<file path="config.mk">
export PLATFORM = sky130hd
export DESIGN_NAME = mm_result_drain
export DESIGN_NICKNAME = d
export VERILOG_FILES = /design/src/rtl/mm_result_drain.sv
export SDC_FILE = /design/constraint.sdc
export NUM_CORES = 1
export LEC_CHECK = 0
export CORE_ASPECT_RATIO = 0.9
export CORE_MARGIN = 1
export CORE_UTILIZATION = 50
export DETAILED_ROUTE_END_ITERATION = 8
export PLACE_DENSITY_LB_ADDON = 0.12
export SLEW_MARGIN = 20
export SYNTH_ARGS = -nofsm -noshare
export SYNTH_HDL_FRONTEND = slang
export SYNTH_SLANG_ARGS = --single-unit
</file>
<file path="constraint.sdc">
create_clock -name clk -period 8.8 [get_ports clk]
set_clock_uncertainty 0.2 [all_clocks]
set_input_delay 1.76 -clock clk [delete_from_list [all_inputs] [get_ports clk]]
set_output_delay 1.76 -clock clk [all_outputs]
set_load 0.02 [all_outputs]
</file>
<file path="src/rtl/mm_result_drain.sv">
// mm_result_drain
// Receiving end of the matrix-multiply row-write port. Completed rows of C
// are captured into a BATCH_SIZE-row buffer and streamed out element by
// element, in row-major order, on a valid/ready stream toward the DMA.
// A row starts streaming as soon as it has been written, so draining
// overlaps filling. m_last marks the final element of a matrix and done
// pulses once that element has been accepted.
//
// Ports
//   clk         rising-edge clock
//   rst         synchronous, active-high reset
//   start       arms the block for one matrix (honoured only when idle)
//   outputData  row of C, element k at [k*OUTPUT_WIDTH +: OUTPUT_WIDTH]
//   outputAddr  row index of outputData
//   outputWrEn  row write strobe
//   m_data      current stream element
//   m_valid     m_data valid
//   m_ready     downstream accepts
//   m_last      final element of row BATCH_SIZE-1
//   busy        block is not idle
//   done        one-cycle pulse after the last element transfers
//   overrun     sticky: a write hit a still-pending row or a bad address
module mm_result_drain #(
    parameter int BATCH_SIZE          = 8,
    parameter int LOG_BATCH_SIZE      = 3,
    parameter int OUTPUT_FEATURES     = 8,
    parameter int LOG_OUTPUT_FEATURES = 3,
    parameter int OUTPUT_WIDTH        = 16
) (
    input  logic                                    clk,
    input  logic                                    rst,
    input  logic                                    start,
    input  logic [OUTPUT_FEATURES*OUTPUT_WIDTH-1:0] outputData,
    input  logic [LOG_BATCH_SIZE-1:0]               outputAddr,
    input  logic                                    outputWrEn,
    output logic [OUTPUT_WIDTH-1:0]                 m_data,
    output logic                                    m_valid,
    input  logic                                    m_ready,
    output logic                                    m_last,
    output logic                                    busy,
    output logic                                    done,
    output logic                                    overrun
);

    typedef enum logic [1:0] {
        ST_IDLE     = 2'd0,
        ST_WAIT_ROW = 2'd1,
        ST_STREAM   = 2'd2,
        ST_DONE     = 2'd3
    } state_t;

    localparam logic [LOG_BATCH_SIZE-1:0]      LAST_ROW  = LOG_BATCH_SIZE'(BATCH_SIZE - 1);
    localparam logic [LOG_OUTPUT_FEATURES-1:0] LAST_COL  = LOG_OUTPUT_FEATURES'(OUTPUT_FEATURES - 1);
    localparam logic [LOG_BATCH_SIZE:0]        ROW_COUNT = (LOG_BATCH_SIZE + 1)'(BATCH_SIZE);

    state_t                           state_r;
    state_t                           state_next_s;
    logic [OUTPUT_WIDTH-1:0]          buf_r [BATCH_SIZE][OUTPUT_FEATURES];
    logic [BATCH_SIZE-1:0]            row_valid_r;
    logic [BATCH_SIZE-1:0]            row_valid_next_s;
    logic [LOG_BATCH_SIZE-1:0]        rd_row_r;
    logic [LOG_BATCH_SIZE-1:0]        rd_row_next_s;
    logic [LOG_OUTPUT_FEATURES-1:0]   rd_col_r;
    logic [LOG_OUTPUT_FEATURES-1:0]   rd_col_next_s;
    logic                             overrun_r;
    logic                             overrun_next_s;
    logic [OUTPUT_WIDTH-1:0]          m_data_r;
    logic [OUTPUT_WIDTH-1:0]          m_data_next_s;
    logic                             m_valid_r;
    logic                             m_valid_next_s;
    logic                             m_last_r;
    logic                             m_last_next_s;
    logic                             busy_r;
    logic                             busy_next_s;
    logic                             done_r;
    logic                             done_next_s;
    logic                             xfer_s;
    logic                             last_col_s;
    logic                             last_row_s;
    logic                             addr_ok_s;
    logic                             wr_acc_s;
    logic                             wr_rej_s;

    // Handshake and write-qualification terms shared by the processes below.
    always_comb begin
        xfer_s     = (state_r == ST_STREAM) && m_ready;
        last_col_s = (rd_col_r == LAST_COL);
        last_row_s = (rd_row_r == LAST_ROW);
        addr_ok_s  = ({1'b0, outputAddr} < ROW_COUNT);
        // A row still marked valid has not fully drained yet, so a second
        // write to it would corrupt data in flight: drop it and flag it.
        if ((state_r != ST_IDLE) && outputWrEn) begin
            wr_acc_s = addr_ok_s && !row_valid_r[outputAddr];
            wr_rej_s = !(addr_ok_s && !row_valid_r[outputAddr]);
        end else begin
            wr_acc_s = 1'b0;
            wr_rej_s = 1'b0;
        end
    end

    // Next-state logic of the drain FSM.
    always_comb begin
        state_next_s = state_r;
        case (state_r)
            ST_IDLE: begin
                if (start) begin
                    state_next_s = ST_WAIT_ROW;
                end else begin
                    state_next_s = ST_IDLE;
                end
            end
            ST_WAIT_ROW: begin
                if (row_valid_r[rd_row_r]) begin
                    state_next_s = ST_STREAM;
                end else begin
                    state_next_s = ST_WAIT_ROW;
                end
            end
            ST_STREAM: begin
                if (xfer_s && last_col_s) begin
                    if (last_row_s) begin
                        state_next_s = ST_DONE;
                    end else begin
                        state_next_s = ST_WAIT_ROW;
                    end
                end else begin
                    state_next_s = ST_STREAM;
                end
            end
            ST_DONE: begin
                state_next_s = ST_IDLE;
            end
            default: begin
                state_next_s = ST_IDLE;
            end
        endcase
    end

    // Next values of the read pointers, row-valid flags and overrun flag.
    always_comb begin
        rd_row_next_s    = rd_row_r;
        rd_col_next_s    = rd_col_r;
        row_valid_next_s = row_valid_r;
        overrun_next_s   = overrun_r;
        if (state_r == ST_IDLE) begin
            if (start) begin
                rd_row_next_s    = {LOG_BATCH_SIZE{1'b0}};
                rd_col_next_s    = {LOG_OUTPUT_FEATURES{1'b0}};
                row_valid_next_s = {BATCH_SIZE{1'b0}};
                overrun_next_s   = 1'b0;
            end else begin
                overrun_next_s   = overrun_r;
            end
        end else begin
            // The accept/reject decision above used the pre-edge flags, so a
            // write racing the final transfer of its row is already rejected
            // and cannot collide with the clear below.
            if (wr_acc_s) begin
                row_valid_next_s[outputAddr] = 1'b1;
            end else if (wr_rej_s) begin
                overrun_next_s = 1'b1;
            end else begin
                overrun_next_s = overrun_r;
            end
            if (xfer_s) begin
                if (last_col_s) begin
                    rd_col_next_s              = {LOG_OUTPUT_FEATURES{1'b0}};
                    row_valid_next_s[rd_row_r] = 1'b0;
                    if (last_row_s) begin
                        rd_row_next_s = rd_row_r;
                    end else begin
                        rd_row_next_s = rd_row_r + {{(LOG_BATCH_SIZE-1){1'b0}}, 1'b1};
                    end
                end else begin
                    rd_col_next_s = rd_col_r + {{(LOG_OUTPUT_FEATURES-1){1'b0}}, 1'b1};
                end
            end else begin
                rd_col_next_s = rd_col_r;
            end
        end
    end

    // Output values for the next cycle; the buffer row being read is valid,
    // so no write can change it under the registered m_data.
    always_comb begin
        m_valid_next_s = (state_next_s == ST_STREAM);
        busy_next_s    = (state_next_s != ST_IDLE);
        done_next_s    = (state_next_s == ST_DONE);
        if (state_next_s == ST_STREAM) begin
            m_data_next_s = buf_r[rd_row_next_s][rd_col_next_s];
            m_last_next_s = (rd_row_next_s == LAST_ROW) && (rd_col_next_s == LAST_COL);
        end else begin
            m_data_next_s = m_data_r;
            m_last_next_s = 1'b0;
        end
    end

    // State, control and output registers.
    always_ff @(posedge clk) begin
        if (rst) begin
            state_r     <= ST_IDLE;
            row_valid_r <= {BATCH_SIZE{1'b0}};
            rd_row_r    <= {LOG_BATCH_SIZE{1'b0}};
            rd_col_r    <= {LOG_OUTPUT_FEATURES{1'b0}};
            overrun_r   <= 1'b0;
            m_data_r    <= {OUTPUT_WIDTH{1'b0}};
            m_valid_r   <= 1'b0;
            m_last_r    <= 1'b0;
            busy_r      <= 1'b0;
            done_r      <= 1'b0;
        end else begin
            state_r     <= state_next_s;
            row_valid_r <= row_valid_next_s;
            rd_row_r    <= rd_row_next_s;
            rd_col_r    <= rd_col_next_s;
            overrun_r   <= overrun_next_s;
            m_data_r    <= m_data_next_s;
            m_valid_r   <= m_valid_next_s;
            m_last_r    <= m_last_next_s;
            busy_r      <= busy_next_s;
            done_r      <= done_next_s;
        end
    end

    // Row buffer storage; contents are only meaningful while the row is valid.
    always_ff @(posedge clk) begin
        if (wr_acc_s) begin
            for (int k = 0; k < OUTPUT_FEATURES; k++) begin
                buf_r[outputAddr][k] <= outputData[k*OUTPUT_WIDTH +: OUTPUT_WIDTH];
            end
        end
    end

    assign m_data  = m_data_r;
    assign m_valid = m_valid_r;
    assign m_last  = m_last_r;
    assign busy    = busy_r;
    assign done    = done_r;
    assign overrun = overrun_r;

endmodule

</file>
==> implementation parameters <==
Parameter                              Value

Timing
  Slew at the pin closest to its max-slew limit ... between 1000 and 1500 ps
  Period utilization ... 0.738
  Number of setup violations in the final report ... 0
  RSZ-0062 raised after global routing ... no
  F_max ... around 0.15 GHz
  Total negative slack ... 0 ps
  Final critical-path required period ... 6490 ps
  Hold Fails Final Rpt ... 0
  Max-slew violations ... 0
  Slew Limit Headroom ... 0.235
  Worst Hold Margin ... about 300 ps

Synth
  Most area-consuming cells after synthesis ... sky130_fd_sc_hd__edfxtp_1, sky130_fd_sc_hd__nand2_1, sky130_fd_sc_hd__mux2i_1
  Number of instances in the synthesized netlist ... ~3000
  Number of warnings reported in the yosys synthesis log ... 0
  Post-synthesis cell type with the largest combined area ... sky130_fd_sc_hd__edfxtp_1
  Share of Yosys cell area claimed by the top area cell type ... 0.720
  Proportion of register bits with asynchronous set or reset after synthesis ... 0
  Synthesized netlist net count ... slightly above 3000
  Fraction of the yosys area taken by sequential cells ... 0.738
  Mapped Avg Cell Area ... roughly 14 µm²
  Total standard cell area after synthesis ... 0.0427 mm²
  Distinct cell type count of the synthesized netlist ... slightly below 80
  Post-synth top flop ... sky130_fd_sc_hd__edfxtp_1
  Number of enable-type register cells in the synthesized netlist ... approximately 1000
  Total of flip-flops plus latches after synthesis ... ~1100

Final layout
  Fin cells ... 4323
  Layout cell share with drive strength beyond 1 ... 0.0915
  Commonest cells after routing, fill and taps aside ... sky130_fd_sc_hd__edfxtp_1, sky130_fd_sc_hd__nand2_1, sky130_fd_sc_hd__nand3_1
  Most common cell after layout, fill and taps aside ... sky130_fd_sc_hd__edfxtp_1
  Final instance area ... between 0.04 and 0.05 mm²
  Post-Route Utilization ... 0.579
  Nets ... approximately 3200
  Relative area change from synthesis to final layout ... 14.4%

Setup path
  Register-to-register setup slack ... 3280 ps
  Sort of element at the end of the critical path ... flip-flop
  Worst-path maximum fanout ... 61
  Critical Path Source ... m_ready
  Worst setup path endpoint ... m_data[14]
  Library cell contributing the largest single delay on the critical path ... sky130_fd_sc_hd__and4b_1
  Worst path max stage delay ... around 870 ps
  Startpoint of the most critical register-to-register path ... rd_col_r[1]
  CP Launch Type ... primary input
  Arrival time of the worst setup path ... slightly below 7000 ps
  Worst reg2reg endpoint ... m_data[14]
  CP required ... about 9000 ps
  Dominant cell type by count on the critical path ... sky130_fd_sc_hd__buf_4
  Startpoint-to-endpoint class of the critical path ... in -> reg
  R2R depth ... 13
  Critical path cell sequence ... clkdlybuf4s50_1, and4b_1, a211oi_4, buf_4, nor2_4, buf_12, buf_4, nand2_1, a32o_1, o41ai_1, a221oi_1, a311oi_1

Power and ir drop
  Largest voltage drop on the vdd net ... around 0.16 mV
  Total power density per cell area ... 210 mW/mm²
  Static power due to leakage ... ~0.016 µW

GRT
  Global-route wire length before repair ... ~180000 µm
  Global-route congestion overflow total ... 0
  Pin count of the biggest net entering global routing ... ~150
  Grt met3 use ... 0.0704
  GRT Overall Usage ... 0.282
  Most crowded layer after global routing ... met2
  Antenna violations before repair ... 13
  Met1 Resource Use GR ... 0.401
  Met2 Use GR ... 0.421
  Vias in the first global route ... 26100

Place
  Area post-placement ... ~0.045 mm²
  Number of input and output port buffers inserted ... roughly 160
  Dpl cells ... 4118
  GP Congestion ... between 0.8 and 0.9
  DPL Wire Length ... ~69000 µm

Clocking
  CTS H-Tree Depth ... 3
  Later-pin clock latency in the skew report ... between 600 and 700 ps
  Clk buf depth ... 3
  Resize count post-CTS ... 0
  Buffer count from post-CTS setup fixing ... 0
  Clock Sinks ... 1061
  CTS clock-pin slew for the worst setup and hold paths ... ~60 ps
  TritonCTS Buffers ... approximately 110
  Hold-fix buffers at CTS ... 0
  Clock tree from TritonCTS ... yes
  Root Buffer ... sky130_fd_sc_hd__clkbuf_16

Routing
  Number of search-and-repair iterations in the first detailed-routing pass ... 6
  Violation count after the first detailed-routing iteration ... a little over 3000
  DRT Wirelength ... 122000 µm
  ANT nets after route ... 0
  Routed length per instance ... around 28 µm
  Total via count after detailed routing ... ~27000
  DR DRC count ... 0
  Via-to-Cell Ratio ... a little over 6

Run status
  Run status ... complete, no violations

Floorplanning
  Number of standard-cell rows in the floorplan ... between 100 and 150
  Vert. Die Dim ... between 200 and 300 µm
  Starting utilization of the core area ... 0.506
  I/O pin count ... 157
  Floorplan die area ... ~0.087 mm²
  Area of the core ... 0.0844 mm²
  Width of the chip ... slightly above 300 µm

Job
  # Max-Cap Violations ... 0

Worst hold path
  Path category of the worst min-delay check ... reg -> reg
[critical path, delay by kind of cell]
family	cells	cell delay, ps
buffers and inverters	4	1720
AO/OA/AOI/OAI	5	1660
AND/OR/NAND/NOR	3	1620
[cell usage after synthesis (5+ instances only)]
master / n
sky130_fd_sc_hd__buf_4: 26
sky130_fd_sc_hd__clkbuf_1: 62
sky130_fd_sc_hd__o211ai_1: 29
sky130_fd_sc_hd__a211oi_1: 53
sky130_fd_sc_hd__buf_2: 101
sky130_fd_sc_hd__buf_1: 10
sky130_fd_sc_hd__a31o_2: 11
sky130_fd_sc_hd__mux2_2: 9
sky130_fd_sc_hd__nand2_1: 560
sky130_fd_sc_hd__a21oi_1: 30
sky130_fd_sc_hd__a2111oi_0: 7
sky130_fd_sc_hd__a311oi_2: 6
sky130_fd_sc_hd__a32o_1: 24
sky130_fd_sc_hd__nor3_1: 6
sky130_fd_sc_hd__nand3b_1: 6
sky130_fd_sc_hd__o21ai_0: 32
sky130_fd_sc_hd__a31oi_1: 70
sky130_fd_sc_hd__o31ai_1: 12
sky130_fd_sc_hd__edfxtp_1: 1024
sky130_fd_sc_hd__a311oi_1: 32
sky130_fd_sc_hd__a41oi_1: 8
sky130_fd_sc_hd__and3_1: 61
sky130_fd_sc_hd__nand4_1: 6
sky130_fd_sc_hd__a32oi_1: 18
sky130_fd_sc_hd__a21o_1: 10
sky130_fd_sc_hd__buf_6: 10
sky130_fd_sc_hd__o21ai_1: 5
sky130_fd_sc_hd__a22oi_1: 30
sky130_fd_sc_hd__o22ai_1: 36
sky130_fd_sc_hd__inv_1: 5
sky130_fd_sc_hd__a311o_1: 16
sky130_fd_sc_hd__nor2_1: 141
sky130_fd_sc_hd__a221oi_1: 30
sky130_fd_sc_hd__o221ai_1: 47
sky130_fd_sc_hd__nand3_1: 189
sky130_fd_sc_hd__mux2i_1: 124
sky130_fd_sc_hd__o211a_1: 6
sky130_fd_sc_hd__and2_1: 12
sky130_fd_sc_hd__dfxtp_1: 37
[per-layer routing]
layer  part of all wire  wire (µm)  vias up
met5            0.00030         36        -
met4              0.033       4050        6
met3              0.089      10900      197
met2               0.46      55500     1120
met1               0.42      51200    13700
li1                   -          -    11800
[final cells by class]
class | instances | area, µm²
Multi-Input combinational cell | 1694 | 10200
Tap cell | 1133 | 1420
Clock inverter | 52 | 520
Antenna cell | 11 | 27.5
Inverter | 5 | 18.8
Timing Repair Buffer | 225 | 2250
Fill cell | 6665 | 35600
Sequential cell | 1061 | 31500
Clock buffer | 142 | 2890
[worst min path at each step]
| stage | from | end | slack (ps) | cells after the start |
|---|---|---|---|---|
| after floorplan | row_valid_r[5] | row_valid_r[5] | 310 | 2 |
| after global placement | overrun | overrun | 280 | 2 |
| after detailed placement | overrun | overrun | 290 | 2 |
| after CTS | overrun | overrun | 310 | 2 |
| after global routing | overrun | overrun | 340 | 2 |
| final | overrun | overrun | 300 | 2 |
[sequential cells by signal (all words and copies together), names as in the netlist]
signal       count
buf_r         1024
busy             1
done             1
m_data          16
m_last           1
m_valid          1
overrun          1
rd_col_r         3
rd_row_r         3
row_valid_r      8
state_r          2
[report_power, final]
part           total [µW]  internal (µW)  leakage, µW  switching (µW)
sequential           5590           5580      0.00952            11.4
combinational         205           71.2      0.00479             133
clock                4460           2590      0.00168            1870
total               10300           8230       0.0160            2020
[metrics by stage]
step                      total power [µW]  worst slack (ps)
after floorplan                       5750              1870
after global placement                5890              1320
after detailed placement              5900              1790
after CTS                            10300              2500
after global routing                 10500              2190
final                                10300              2310
[cells by family (layout without fill, tap and decap cells)]
group / count (synthesis) / in the layout / share of synthesized area
adder cells (fa/ha/maj): 3 / 3 / 0.000880
other: 0 / 11 / 0
multiplexers: 136 / 136 / 0.0329
AO/OA/AOI/OAI: 548 / 548 / 0.100
buffers and inverters: 214 / 424 / 0.0258
AND/OR/NAND/NOR: 1007 / 1007 / 0.103
flip-flops: 1061 / 1061 / 0.738
(Power assumes the default switching activity.)
==> patch: new RTL, same settings <==
The parameter `LOG_OUTPUT_FEATURES` goes from 3 to 2.
--- a/src/rtl/mm_result_drain.sv
+++ b/src/rtl/mm_result_drain.sv
@@ -24,7 +24,7 @@
     parameter int BATCH_SIZE          = 8,
     parameter int LOG_BATCH_SIZE      = 3,
     parameter int OUTPUT_FEATURES     = 8,
-    parameter int LOG_OUTPUT_FEATURES = 3,
+    parameter int LOG_OUTPUT_FEATURES = 2,
     parameter int OUTPUT_WIDTH        = 16
 ) (
     input  logic                                    clk,
Check against the original RTL: not settled (the Yosys comparison gave no result); the edit may change what the design does.
==> patch against the unedited design <==
  * Setup slack gained 920 ps
  * Final area is 50% lower
  * Total power decreased by 48%
  * Clock power is 48% lower
  * First-iteration DRC count down 62%
  * Area after synthesis down 50%
  * Routed wire length down 58%
  * Sequential cell count is 513 lower
  * Synthesized cell count decreased by 55%
  * Worst hold slack worse by 8.9 ps
  * Critical path type unchanged
  * Highest routed layer unchanged
==> patch: results <==
{
  "result_of_the_run": "complete, no violations",
  "nets": 1578,
  "drt_wl_total_mm": 51.3,
  "dp.final_hpwl_mm": 29.0,
  "antenna_diodes": 1,
  "port-buffer-count": 92,
  "clkCellAreaFrac_pct": 7.19,
  "synth_enable_flop_cells": 512,
  "final.signal_inverter_count": 2,
  "worst_skew_pair.late_latency_ps": 610,
  "global_route_wire_length_before_repair_mm": 76.1,
  "drive_gt1_share_pct": 12.3,
  "worst_ir_drop_vdd_v": 0.000168,
  "routabilityCongestion": 0.794,
  "leakage_uw": 0.00815,
  "p_per_area_nw_per_um2": 215,
  "post_synth_inst_count": 1339,
  "nonClkBufAreaFrac_pct": 5.05,
  "synth_nets": 1477,
  "multi_input_gate_share_of_the_layout_cell_area_pct": 19.6,
  "vias_in_the_first_global_route": 11861,
  "clock_buf_count": 74,
  "storage_element_area_um2": 16100,
  "crit_path_max_fanout": 41,
  "dr.first_iter.drc_count": 1142,
  "netlist_top_cells_count": "512 x sky130_fd_sc_hd__edfxtp_1, 255 x sky130_fd_sc_hd__nand2_1, 78 x sky130_fd_sc_hd__nand3_1",
  "multi_input_area_um2": 4830,
  "synth-seq-area-share_pct": 75.8,
  "detailedPlace.worstSlack_ps": 2590,
  "post_drt_via_cell_ratio": 5.98,
  "async_reset_ff_share_pct": 0,
  "largest_net_degree_at_the_start_of_global_routing": 58,
  "syn_area_um2": 21200,
  "worstPathArrival_ps": 5870,
  "nFillCells": 3228,
  "n_all_buffers": 123,
  "netlist-cell-type-count": 50,
  "largest_register_ff_count": 512,
  "numPlacedInstances": 1929,
  "clock_tree.htree_level_count": 2,
  "drt_pass1_iterations": 5,
  "p_clk_uw": 2300,
  "worstMarginPinSlew_ps": 1080,
  "postPlaceCellArea_um2": 22800,
  "multi_input_logic_cell_count": 710,
  "swShare_pct": 19.5,
  "cts_buffer_depth": 3,
  "finish.cell_count_without_fillers": 2032,
  "track_usage_pct": 24.2,
  "antenna_found_initial": 4,
  "total_clock_buffers_created_by_cts": 55,
  "clock-sinks": 548,
  "synth_area_leaders": "sky130_fd_sc_hd__edfxtp_1 72%, sky130_fd_sc_hd__mux4_2 5.5%, sky130_fd_sc_hd__nand2_1 4.5%"
}
-- patch: cell count changes after synthesis, sizes merged, moves of 31 or more --
| cell | before | now |
|---|---|---|
| nand2 | 565 | 255 |
| edfxtp | 1024 | 512 |
| nor2 | 144 | 30 |
| mux4 | 2 | 52 |
| a311oi | 38 | 6 |
| mux2i | 124 | 20 |
| nand3 | 190 | 78 |
| a221oi | 31 | 0 |
| buf | 147 | 37 |
| o221ai | 47 | 0 |
| and3 | 61 | 25 |
| a31oi | 70 | 22 |
-- patch: critical path, stage by stage --
cell and delay, ps:
sky130_fd_sc_hd__clkdlybuf4s50_1 580, sky130_fd_sc_hd__or3b_1 630, sky130_fd_sc_hd__o211ai_2 140, sky130_fd_sc_hd__buf_4 310, sky130_fd_sc_hd__and2_4 680, sky130_fd_sc_hd__buf_12 320
sky130_fd_sc_hd__mux4_2 540, sky130_fd_sc_hd__a22oi_1 300, sky130_fd_sc_hd__a21oi_1 260, sky130_fd_sc_hd__a22o_1 290
-- patch: worst paths after layout --
check | start | endpoint | slack [ps] | depth (start not counted)
worst max-delay path | start | m_data[6] | 3220 | 10
worst min-delay path | m_data[15] | m_data[15] | 290 | 2
worst max register to register | state_r[1] | m_data[6] | 4500 | 9
worst min register to register | m_data[15] | m_data[15] | 290 | 2
-- patch: cells by family after synthesis --
kind of cell	after synthesis	synth area share [%]
adders and majority gates	2	0.118
DFF	548	75.8
buffers and inverters	81	1.86
and+or+nand+nor	431	8.96
muxes	73	6.51
AOI/OAI and AO/OA	204	6.73
-- patch: routing by layer --
| metal | share of wire, % | routed length [um] | track usage, % |
|---|---|---|---|
| met5 | 0.088 | 45 | 0 |
| met4 | 2.9 | 1500 | 8.15 |
| met3 | 7.8 | 3990 | 5.25 |
| met2 | 45 | 23000 | 35.7 |
| met1 | 44 | 22800 | 36.0 |
